File: config.mk
export PLATFORM = sky130hd
export DESIGN_NAME = muldiv_iter_flat
export DESIGN_NICKNAME = d
export VERILOG_FILES = /design/src/rtl/muldiv_iter_pkg.sv /design/src/rtl/muldiv_iter_if.sv /design/src/rtl/muldiv_abs.sv /design/src/rtl/muldiv_iter.sv /design/src/flat_wrapper.sv
export SDC_FILE = /design/constraint.sdc
export NUM_CORES = 1
export LEC_CHECK = 0
export BUFFER_PORTS_ARGS = -buffer_cell sky130_fd_sc_hd__buf_2
export CAP_MARGIN = 20
export CORE_ASPECT_RATIO = 0.5
export CORE_MARGIN = 2
export CORE_UTILIZATION = 50
export DETAILED_ROUTE_END_ITERATION = 8
export GPL_TIMING_DRIVEN = 0
export HOLD_SLACK_MARGIN = 0.12
export PLACE_DENSITY = 0.68
export SKIP_LAST_GASP = 1
export SLEW_MARGIN = 10
export SYNTH_ARGS = -nofsm -noshare
export SYNTH_HDL_FRONTEND = slang
export SYNTH_HIERARCHICAL = 1
export SYNTH_SLANG_ARGS = --single-unit
export TNS_END_PERCENT = 100
File: constraint.sdc
create_clock -name clk -period 12.9 [get_ports clk]
set_input_delay 0.645 -clock clk [delete_from_list [all_inputs] [get_ports clk]]
set_output_delay 0.645 -clock clk [all_outputs]
set_load 0.01 [all_outputs]
File: src/rtl/muldiv_iter_pkg.sv
// rtl/muldiv_iter_pkg.sv - op encodings, FSM states, handshake levels and op decode for muldiv_iter
package muldiv_iter_pkg;

   localparam logic [2:0] MD_MULTU = 3'b000;
   localparam logic [2:0] MD_MULT  = 3'b001;
   localparam logic [2:0] MD_DIVU  = 3'b010;
   localparam logic [2:0] MD_DIV   = 3'b011;
   localparam logic [2:0] MD_MADDU = 3'b100;
   localparam logic [2:0] MD_MADD  = 3'b101;
   localparam logic [2:0] MD_MSUBU = 3'b110;
   localparam logic [2:0] MD_MSUB  = 3'b111;

   localparam logic [1:0] ST_IDLE   = 2'd0;
   localparam logic [1:0] ST_BUSY   = 2'd1;
   localparam logic [1:0] ST_DZERO  = 2'd2;
   localparam logic [1:0] ST_FINISH = 2'd3;

   localparam logic DivResultReady    = 1'b1;
   localparam logic DivResultNotReady = 1'b0;
   localparam logic DivStart          = 1'b1;
   localparam logic DivStop           = 1'b0;

   typedef struct packed {
      logic is_div;
      logic is_signed;
      logic is_acc;
      logic is_sub;
   } md_dec_t;

   function automatic md_dec_t md_decode(input logic [2:0] op);
      md_dec_t d;
      d = '0;
      case (op)
         MD_MULTU: ;
         MD_MULT:  d.is_signed = 1'b1;
         MD_DIVU:  d.is_div = 1'b1;
         MD_DIV:   begin d.is_div = 1'b1; d.is_signed = 1'b1; end
         MD_MADDU: d.is_acc = 1'b1;
         MD_MADD:  begin d.is_acc = 1'b1; d.is_signed = 1'b1; end
         MD_MSUBU: begin d.is_acc = 1'b1; d.is_sub = 1'b1; end
         MD_MSUB:  begin d.is_acc = 1'b1; d.is_sub = 1'b1; d.is_signed = 1'b1; end
         default:  ;
      endcase
      return d;
   endfunction

endpackage

File: src/rtl/muldiv_iter_if.sv
// rtl/muldiv_iter_if.sv - request/result bundle between the EX stage and muldiv_iter
interface muldiv_iter_if #(
   parameter int WIDTH = 32
);
   logic               start_i;
   logic               annul_i;
   logic [2:0]         op_i;
   logic [WIDTH-1:0]   opdata1_i;
   logic [WIDTH-1:0]   opdata2_i;
   logic [2*WIDTH-1:0] acc_i;
   logic [2*WIDTH-1:0] result_o;
   logic               ready_o;
   logic               busy_o;
   logic               div_zero_o;

   modport master (
      output start_i, annul_i, op_i, opdata1_i, opdata2_i, acc_i,
      input  result_o, ready_o, busy_o, div_zero_o
   );

   modport slave (
      input  start_i, annul_i, op_i, opdata1_i, opdata2_i, acc_i,
      output result_o, ready_o, busy_o, div_zero_o
   );
endinterface

File: src/rtl/muldiv_abs.sv
// rtl/muldiv_abs.sv - conditional two's-complement negate, used for magnitudes and sign fix
module muldiv_abs #(
   parameter int WIDTH = 32
) (
   input  logic             neg_i,
   input  logic [WIDTH-1:0] a_i,
   output logic [WIDTH-1:0] y_o
);
   assign y_o = neg_i ? (~a_i + WIDTH'(1)) : a_i;
endmodule

File: src/rtl/muldiv_iter.sv
// rtl/muldiv_iter.sv - radix-2 iterative signed/unsigned multiply, divide, multiply-accumulate
// One engine register is shared: shift-add for products, restoring shift-subtract for quotients.
module muldiv_iter
   import muldiv_iter_pkg::*;
#(
   parameter int WIDTH = 32,
   parameter int CNT_W = 6
) (
   input logic          clk,
   input logic          rst,
   muldiv_iter_if.slave bus
);
   localparam int W2 = 2 * WIDTH;

   logic [1:0]       state_q, state_d;
   md_dec_t          dec_q, dec_d;
   logic             s1_q, s1_d;
   logic             s2_q, s2_d;
   logic [WIDTH-1:0] opnd_q, opnd_d;
   logic [W2-1:0]    acc_q, acc_d;
   logic [CNT_W-1:0] cnt_q, cnt_d;
   logic [W2:0]      wq_q, wq_d;
   logic [W2-1:0]    result_q, result_d;
   logic             div_zero_q, div_zero_d;

   md_dec_t          in_dec;
   logic             in_neg1, in_neg2;
   logic [WIDTH-1:0] mag1, mag2;

   assign in_dec  = md_decode(bus.op_i);
   assign in_neg1 = in_dec.is_signed & bus.opdata1_i[WIDTH-1];
   assign in_neg2 = in_dec.is_signed & bus.opdata2_i[WIDTH-1];

   muldiv_abs #(.WIDTH(WIDTH)) u_abs_op1 (.neg_i(in_neg1), .a_i(bus.opdata1_i), .y_o(mag1));
   muldiv_abs #(.WIDTH(WIDTH)) u_abs_op2 (.neg_i(in_neg2), .a_i(bus.opdata2_i), .y_o(mag2));

   // Multiply: wq = {partial_hi(W+1), multiplier/product_lo(W)}
   logic [WIDTH:0]   mul_sum;
   logic [W2:0]      mul_next;
   // Divide: wq = {0, rem(W), quot(W)}; opnd_q holds the divisor magnitude
   logic [W2:0]      div_sh;
   logic [WIDTH:0]   div_diff;
   logic [W2:0]      div_next;
   logic [W2:0]      step_next;

   assign mul_sum  = wq_q[W2:WIDTH] + (wq_q[0] ? {1'b0, opnd_q} : '0);
   assign mul_next = {1'b0, mul_sum, wq_q[WIDTH-1:1]};
   assign div_sh   = {wq_q[W2-1:0], 1'b0};
   assign div_diff = div_sh[W2:WIDTH] - {1'b0, opnd_q};
   assign div_next = div_diff[WIDTH] ? div_sh : {div_diff, div_sh[WIDTH-1:1], 1'b1};
   assign step_next = dec_q.is_div ? div_next : mul_next;

   logic             neg_res, neg_rem;
   logic [W2-1:0]    prod_fix;
   logic [WIDTH-1:0] quot_fix, rem_fix;
   logic [W2-1:0]    final_res;

   assign neg_res = dec_q.is_signed & (s1_q ^ s2_q);
   assign neg_rem = dec_q.is_signed & s1_q;

   muldiv_abs #(.WIDTH(W2))    u_fix_prod (.neg_i(neg_res), .a_i(step_next[W2-1:0]),     .y_o(prod_fix));
   muldiv_abs #(.WIDTH(WIDTH)) u_fix_quot (.neg_i(neg_res), .a_i(step_next[WIDTH-1:0]),  .y_o(quot_fix));
   muldiv_abs #(.WIDTH(WIDTH)) u_fix_rem  (.neg_i(neg_rem), .a_i(step_next[W2-1:WIDTH]), .y_o(rem_fix));

   always_comb begin
      final_res = prod_fix;
      if (dec_q.is_div) begin
         final_res = {rem_fix, quot_fix};
      end else if (dec_q.is_acc) begin
         final_res = dec_q.is_sub ? (acc_q - prod_fix) : (acc_q + prod_fix);
      end
   end

   always_comb begin
      state_d    = state_q;
      dec_d      = dec_q;
      s1_d       = s1_q;
      s2_d       = s2_q;
      opnd_d     = opnd_q;
      acc_d      = acc_q;
      cnt_d      = cnt_q;
      wq_d       = wq_q;
      result_d   = result_q;
      div_zero_d = div_zero_q;

      case (state_q)
         ST_IDLE: begin
            if (bus.start_i == DivStart && !bus.annul_i) begin
               dec_d  = in_dec;
               s1_d   = in_neg1;
               s2_d   = in_neg2;
               acc_d  = bus.acc_i;
               cnt_d  = '0;
               opnd_d = in_dec.is_div ? mag2 : mag1;
               wq_d   = {{(WIDTH+1){1'b0}}, (in_dec.is_div ? mag1 : mag2)};
               if (in_dec.is_div) begin
                  div_zero_d = (bus.opdata2_i == '0);
               end
               if (in_dec.is_div && bus.opdata2_i == '0) begin
                  // Raw dividend, not its magnitude, is returned as the remainder
                  wq_d    = {{(WIDTH+1){1'b0}}, bus.opdata1_i};
                  state_d = ST_DZERO;
               end else begin
                  state_d = ST_BUSY;
               end
            end
         end
         ST_BUSY: begin
            wq_d  = step_next;
            cnt_d = cnt_q + CNT_W'(1);
            if (cnt_q == CNT_W'(WIDTH - 1)) begin
               result_d = final_res;
               state_d  = ST_FINISH;
            end
         end
         ST_DZERO: begin
            result_d = {wq_q[WIDTH-1:0], {WIDTH{1'b1}}};
            state_d  = ST_FINISH;
         end
         ST_FINISH: begin
            if (bus.start_i == DivStop) begin
               state_d = ST_IDLE;
            end
         end
         default: state_d = ST_IDLE;
      endcase

      if (bus.annul_i) begin
         state_d    = ST_IDLE;
         result_d   = result_q;
         div_zero_d = div_zero_q;
      end
   end

   always_ff @(posedge clk or posedge rst) begin
      if (rst) begin
         state_q    <= ST_IDLE;
         dec_q      <= '0;
         s1_q       <= 1'b0;
         s2_q       <= 1'b0;
         opnd_q     <= '0;
         acc_q      <= '0;
         cnt_q      <= '0;
         wq_q       <= '0;
         result_q   <= '0;
         div_zero_q <= 1'b0;
      end else begin
         state_q    <= state_d;
         dec_q      <= dec_d;
         s1_q       <= s1_d;
         s2_q       <= s2_d;
         opnd_q     <= opnd_d;
         acc_q      <= acc_d;
         cnt_q      <= cnt_d;
         wq_q       <= wq_d;
         result_q   <= result_d;
         div_zero_q <= div_zero_d;
      end
   end

   assign bus.ready_o    = (state_q == ST_FINISH) ? DivResultReady : DivResultNotReady;
   assign bus.busy_o     = (state_q == ST_BUSY);
   assign bus.result_o   = result_q;
   assign bus.div_zero_o = div_zero_q;

endmodule
File: src/flat_wrapper.sv
// flat-port wrapper written by rule: the top's interface ports become plain ports
module muldiv_iter_flat import muldiv_iter_pkg::*;
#(
   parameter int WIDTH = 32,
   parameter int CNT_W = 6
)
  (clk, rst, bus_start_i, bus_annul_i, bus_op_i, bus_opdata1_i, bus_opdata2_i, bus_acc_i, bus_result_o, bus_ready_o, bus_busy_o, bus_div_zero_o);
  muldiv_iter_if #(.WIDTH(WIDTH)) bus_i ();
  input logic clk;
  input logic rst;
  input wire logic [$bits(bus_i.start_i)-1:0] bus_start_i;
  input wire logic [$bits(bus_i.annul_i)-1:0] bus_annul_i;
  input wire logic [$bits(bus_i.op_i)-1:0] bus_op_i;
  input wire logic [$bits(bus_i.opdata1_i)-1:0] bus_opdata1_i;
  input wire logic [$bits(bus_i.opdata2_i)-1:0] bus_opdata2_i;
  input wire logic [$bits(bus_i.acc_i)-1:0] bus_acc_i;
  output wire logic [$bits(bus_i.result_o)-1:0] bus_result_o;
  output wire logic [$bits(bus_i.ready_o)-1:0] bus_ready_o;
  output wire logic [$bits(bus_i.busy_o)-1:0] bus_busy_o;
  output wire logic [$bits(bus_i.div_zero_o)-1:0] bus_div_zero_o;
  assign bus_i.start_i = bus_start_i;
  assign bus_i.annul_i = bus_annul_i;
  assign bus_i.op_i = bus_op_i;
  assign bus_i.opdata1_i = bus_opdata1_i;
  assign bus_i.opdata2_i = bus_opdata2_i;
  assign bus_i.acc_i = bus_acc_i;
  assign bus_result_o = bus_i.result_o;
  assign bus_ready_o = bus_i.ready_o;
  assign bus_busy_o = bus_i.busy_o;
  assign bus_div_zero_o = bus_i.div_zero_o;
  muldiv_iter #(.WIDTH(WIDTH), .CNT_W(CNT_W)) u_core (.clk(clk), .rst(rst), .bus(bus_i));
endmodule
======== Yosys cells after proc, flatten, opt, wreduce, memory -nomap -nowiden ========
Cells that the tools add are included.
cells by class
  $add $sub $neg .......................... 10
  multipliers ............................. 0
  divide/modulo/power cells ............... 0
  order comparisons ....................... 0
  equal/unequal tests ..................... 16
  shifts and indexed selects .............. 0
  multiplexer cells ....................... 31
  bitwise logic cells ..................... 11
  reduce and logical (&&, ||, !) cells .... 16
operators with widths
  operator                                                                 number
  64-bit two-way mux                                                       5
  32-bit two-way mux                                                       8
  65-bit two-way mux                                                       3
  65-bit case mux with 2 select lines                                      1
  32-bit by 1-bit adder with 32-bit output, second input constant          4
  32-bit inverter                                                          4
  64-bit case mux with 2 select lines                                      1
  64-bit by 1-bit adder with 64-bit output, second input constant          1
  64-bit adder                                                             1
  64-bit inverter                                                          1
  64-bit subtractor                                                        1
  33-bit adder                                                             1
  33-bit by 32-bit subtractor with 33-bit output                           1
  32-bit zero test                                                         1
  3-bit == test, second input constant                                     4
  6-bit case mux with 2 select lines                                       1
  2-bit two-way mux                                                        5
  2-bit case mux with 4 select lines                                       1
  4-bit OR reduction                                                       2
  6-bit by 1-bit adder with 6-bit output, second input constant            1
  3-bit by 2-bit == test with 1-bit output, second input constant          2
  6-bit by 5-bit == test with 1-bit output, second input constant          1
  6-bit two-way mux                                                        1
  3-bit by 2-bit inequality test with 1-bit output, second input constant  2
  17 further kinds                                                         31
word-level totals
  flip-flop bits (word level) ............. 240
  bits in latches ......................... 0
  RAM bits ................................ 0
  memory bits (read-only) ................. 0
  output and inout bits ................... 67
  word-level logic and storage cells ...... 97
  memories ................................ 0

======== Longest topological paths before layout ========
  depth in word-level cells ............... 12
  depth in mapped cells ................... 47
  mapped depth without buffers ............ 44

======== Hierarchy ========
The synthesis kept the hierarchy.
by module, submodules not included
  module                             instances  cells each  area an instance (um^2)  seq. area each (um^2)
  muldiv_iter                        1          2606        21279.2                  6005.8
  muldiv_abs (u_core.u_abs_op1 ...)  4          99          777.0                    0.0
  muldiv_abs (u_core.u_fix_prod)     1          206         1649.1                   0.0

======== Worst setup path before layout ========
No wires, ideal clock.
  path kind ............................... register to register
  from .................................... register u_core.wq_q[31]
  to ...................................... register u_core.result_q[61] (netlist: u_core/bus.result_o[61])
  library setup time ...................... 0.131 ns
  data arrival time ....................... 9.242 ns
  data required time ...................... 12.769 ns
  setup slack ............................. 3.527 ns
  stages on the path, launching flop included .. 42
  buffers on the path ..................... 3
  clock period less this slack ............ 9.373 ns
  cell sequence ........................... dfrtp_1 -> inv_1 -> ha_1 -> inv_1 -> fa_1 -> a211o_1 -> a21oi_1 -> o31a_1 -> o21ai_1 -> nor3_1 -> o31ai_1 -> a41oi_1 -> nor2b_1 -> o21ai_0 -> nand2b_1 -> ha_1 -> clkbuf_1 -> buf_1 -> [... 6 more ...] -> or4_1 -> or3_1 -> nor3_1 -> o21ai_0 -> nor2_1 -> xor2_1 -> ha_1 -> clkbuf_1 -> a21oi_1 -> o21bai_1 -> a21oi_1 -> o21bai_1 -> a21o_1 -> a21o_1 -> a221o_1 -> or3_1 -> a21oi_1 -> o22ai_1
on the way
  word-level cells in the longest chain between the ends .. 12
  elaborated cells between the ends (all ways) .. 16
  those cells by class .................... add/sub (5); mux (9); bitwise (2)
ends and longest elaborated chain
  item                                                line                RTL
  from (decl)                                         muldiv_iter.sv:22   logic [W2:0] wq_q, wq_d;
  from (signal assigned)                              muldiv_iter.sv:155  wq_q <= wq_d;
  33-bit by 32-bit subtractor with 33-bit output (*)  muldiv_iter.sv:49   assign div_diff = div_sh[W2:WIDTH] - {1'b0, opnd_q};
  65-bit two-way mux (*)                              muldiv_iter.sv:50   assign div_next = div_diff[WIDTH] ? div_sh : {div_diff, div_sh[WIDTH-1:1], 1'b1};
  65-bit two-way mux (*)                              muldiv_iter.sv:51   assign step_next = dec_q.is_div ? div_next : mul_next;
  via u_core.step_next[36]                            muldiv_iter.sv:44   logic [W2:0] step_next;
  64-bit inverter (*)                                 muldiv_abs.sv:9     assign y_o = neg_i ? (~a_i + WIDTH'(1)) : a_i;
  64-bit by 1-bit adder with 64-bit output (*)        muldiv_abs.sv:9
  64-bit two-way mux (*)                              muldiv_abs.sv:9
  via u_core.prod_fix[40]                             muldiv_iter.sv:54   logic [W2-1:0] prod_fix;
  64-bit adder or 64-bit subtractor (tied branches)   muldiv_iter.sv:70   final_res = dec_q.is_sub ? (acc_q - prod_fix) : (acc_q + prod_fix);
  64-bit two-way mux (*)                              muldiv_iter.sv:70
  64-bit two-way mux (*)                              muldiv_iter.sv:69   end else if (dec_q.is_acc) begin
  64-bit two-way mux (*)                              muldiv_iter.sv:67   if (dec_q.is_div) begin
  64-bit two-way mux (*)                              muldiv_iter.sv:111  if (cnt_q == CNT_W'(WIDTH - 1)) begin
  64-bit case mux with 2 select lines (*)             muldiv_iter.sv:86   case (state_q)
  to (signal assigned)                                muldiv_iter.sv:156  result_q <= result_d;
  to (decl)                                           muldiv_iter.sv:23   logic [W2-1:0] result_q, result_d;
Mark *: on every way through the listed nets, which the timed path passes. The rest lies on a longest branch. The select of a mux whose other input is x is not followed.
A chain may end at the register's enable or synchronous reset.

======== Worst setup path after layout ========
Same ends and word-level chain as after synthesis.

==> results_dict.tcl <==
set metrics [dict create \
    drc 0 \
    synth-seq-cells 240 \
    first_pass_iters 6 \
    seq_area_frac_synth_pct 23.1 \
    post_cts_buffers 0 \
    drt_wl_total_um 110000 \
    period_needed_ns 12.28 \
    cts_buffers 26 \
    hp-class "input pin to flop" \
    place_ws_ns 1.04 \
    rows 59 \
    synth_top_area_share_pct 23.1 \
    place_area_um2 28100 \
    cts_tree "done" \
    grt_first_pass_wirelength_um 161000 \
    path_common_cell "a21oi_1" \
    nFillCells 5036 \
    place_hpwl_um 89500 \
    antenna_found_initial 2 \
    async_flop_share_pct 100 \
    syn_inst 3208 \
    track_usage_pct 39.7 \
    critical_path.max_stage_delay_ns 0.72 \
    required_ns 13.37 \
    final_area_um2 29100 \
    hold_viol 0 \
    synth_area_per_cell_um2 8.12 \
    area_growth_pct 11.6 \
    drv_cap 0 \
    setup.worst_path.start_class "flop" \
    synth_top_area_cell "dfrtp_1" \
    initial_core_util_pct 50.4 \
    synth_nets 3486 \
    fmax_ghz 0.0814 \
    worstMarginPinSlew_ns 1.21 \
    drive_gt1_share_pct 13.9 \
    cts.sinks 240 \
    drt-wirelength-per-cell_um 26.4 \
    synth_area_leaders "dfrtp_1 23%, xnor2_1 9.9%, ha_1 6.7%" \
    final_nets 3740 \
    synth_commonest_cells "297 x nand2_1, 295 x xnor2_1, 273 x o21ai_0, 251 x a21oi_1, 240 x dfrtp_1" \
    status "complete, no violations" \
    relSlewSlack_pct 19.4 \
    die_h_um 165 \
    synth_edf_count 0 \
    grt_overflow 0 \
    core_um2 51700 \
    cpMaxStageDelayCell "or4_1" \
    synth_ff_type "dfrtp_1" \
    chipWidth_um 327 \
    clkTransAtPathRegs_ns 0.08 \
    seq_area_um2 6010 \
    ant_nets 0 \
    finalSetupViolations 0 \
    place.gp.congestion 1.02 \
    ys_types 97 \
    io_buffers 201 \
    routed-via-count 27309 \
    finalSetupTns_ns 0 \
    yosysWarnings 6 \
    grt_pass1_vias 24626 \
    multi_input_area_um2 19000 \
    fin_crit_sh_pct 95.2 \
    fin_skew_ns 0.0209 \
    netlist_area_um2 26000 \
    vias_per_cell 6.53 \
    rsz0062_at_grt "no" \
    grt_start_max_net_pins 97 \
    cp.arrival_ns 12.75 \
    worstSetupPathType "flop to flop" \
    endpoint_kind "flop" \
    ctsLongestPathBuffers 3 \
    num_io_pins 202 \
    cts_root_buf "clkbuf_16" \
    finalMaxSlewViolations 0 \
    dieArea_um2 54000 \
    yosysMostFrequentCell "nand2_1" \
    clk_latency_ns 0.61 \
    h-tree-depth 1 \
    layout_setup_ws_ns 0.619 \
    detailedRoute.firstIterationViolations 3282 \
    cp_max_fo 10 \
]
## layout make-up
cell class                 count  share of cell area (%)
timing repair buffer         226                    4.36
clock inverter                14                   0.525
multi-input combinational   2701                    65.4
sequential                   240                    20.7
buffer                       169                    2.29
clock buffer                  32                    2.42
tap                          701                    3.02
inverter                      98                    1.29
antenna                        1                 0.00861
## flip-flops by register name, indices dropped and copies added, names as in the netlist
register	cells
u_core/cnt_q	6
u_core/s1_q	1
u_core/bus.result_o	64
u_core/s2_q	1
u_core/opnd_q	32
u_core/acc_q	64
u_core/wq_q	65
u_core/state_q	2
u_core/dec_q	4
u_core/bus.div_zero_o	1
## kinds of logic (layout without fill, tap and decap cells)
group                    count (synthesis)  in the layout  share of synthesized area, %
AO/OA/AOI/OAI                         1030           1030                          25.9
AND/OR/NAND/NOR                        971            971                          19.8
XOR/XNOR                               348            348                          11.7
buffers and inverters                  267            539                          3.97
flip-flops                             240            240                          23.1
multiplexers                           209            209                          8.53
adder cells (fa/ha/maj)                143            143                          6.96
other                                    0              1                             0
## stage by stage
stage          instances  hold WS, ns  utilization [%]
2_1_floorplan       3208        0.463                -
3_3_place_gp        4110        0.468             54.0
3_5_place_dp        4129        0.475             54.5
4_1_cts             4176        0.247             56.1
5_1_grt             4181        0.256             56.2
6_report            4182        0.262             56.2
## worst max-delay path, delay by kind of cell, from the launching register on
| family | cells | cell delay, ns |
|---|---|---|
| fa+ha+maj | 4 | 1.27 |
| compound gates | 19 | 4.37 |
| xor+xnor | 2 | 0.48 |
| flops | 1 | 0.48 |
| simple gates | 10 | 3.54 |
| mux | 1 | 0.25 |
| buf+inv | 5 | 1.74 |
## metal layers
metal  vias to the layer above  part of all wire, %  global-route usage (%)
met5                         -                    0                   0.543
met1                     13316                   45                    58.9
li1                      12317                    -                       -
met2                      1515                   40                    55.7
met4                         0                  2.7                    10.4
met3                       161                   12                    11.0
## timing repair
action	4_1_cts	5_1_grt
endpoints found under the setup margin	0	1
resized for setup	0	2
hold buffers	1	0
endpoints found under the hold margin	61	0
## worst paths after layout
kind	startpoint	endpoint	slack, ns	depth (start not counted)
setup / recovery	u_core/wq_q[31]	u_core/bus.result_o[61]	0.62	41
min in group asynchronous	rst	u_core/acc_q[50]	0.63	3
hold / removal	bus_acc_i[30]	u_core/acc_q[30]	0.26	2
max in group asynchronous	rst	u_core/opnd_q[12]	10.92	5
setup reg to reg	u_core/wq_q[31]	u_core/bus.result_o[61]	0.62	41
hold reg to reg	u_core/bus.result_o[38]	u_core/bus.result_o[38]	0.49	2
## cells in the final DEF (no fill, tap or decap), drive strengths merged, types with 62 or more instances in the layout
| cell | count |
|---|---|
| mux2 | 103 |
| o21ai | 295 |
| xnor2 | 296 |
| inv | 97 |
| clkbuf | 165 |
| nand2 | 297 |
| nor2 | 221 |
| o31ai | 73 |
| mux2i | 106 |
| dfrtp | 240 |
| ha | 140 |
| nor3 | 62 |
| a21oi | 251 |
| buf | 261 |
Power is left out: the tool's default activity adds up to more than one toggle a clock period on the data nets, which glitch-free logic cannot reach.
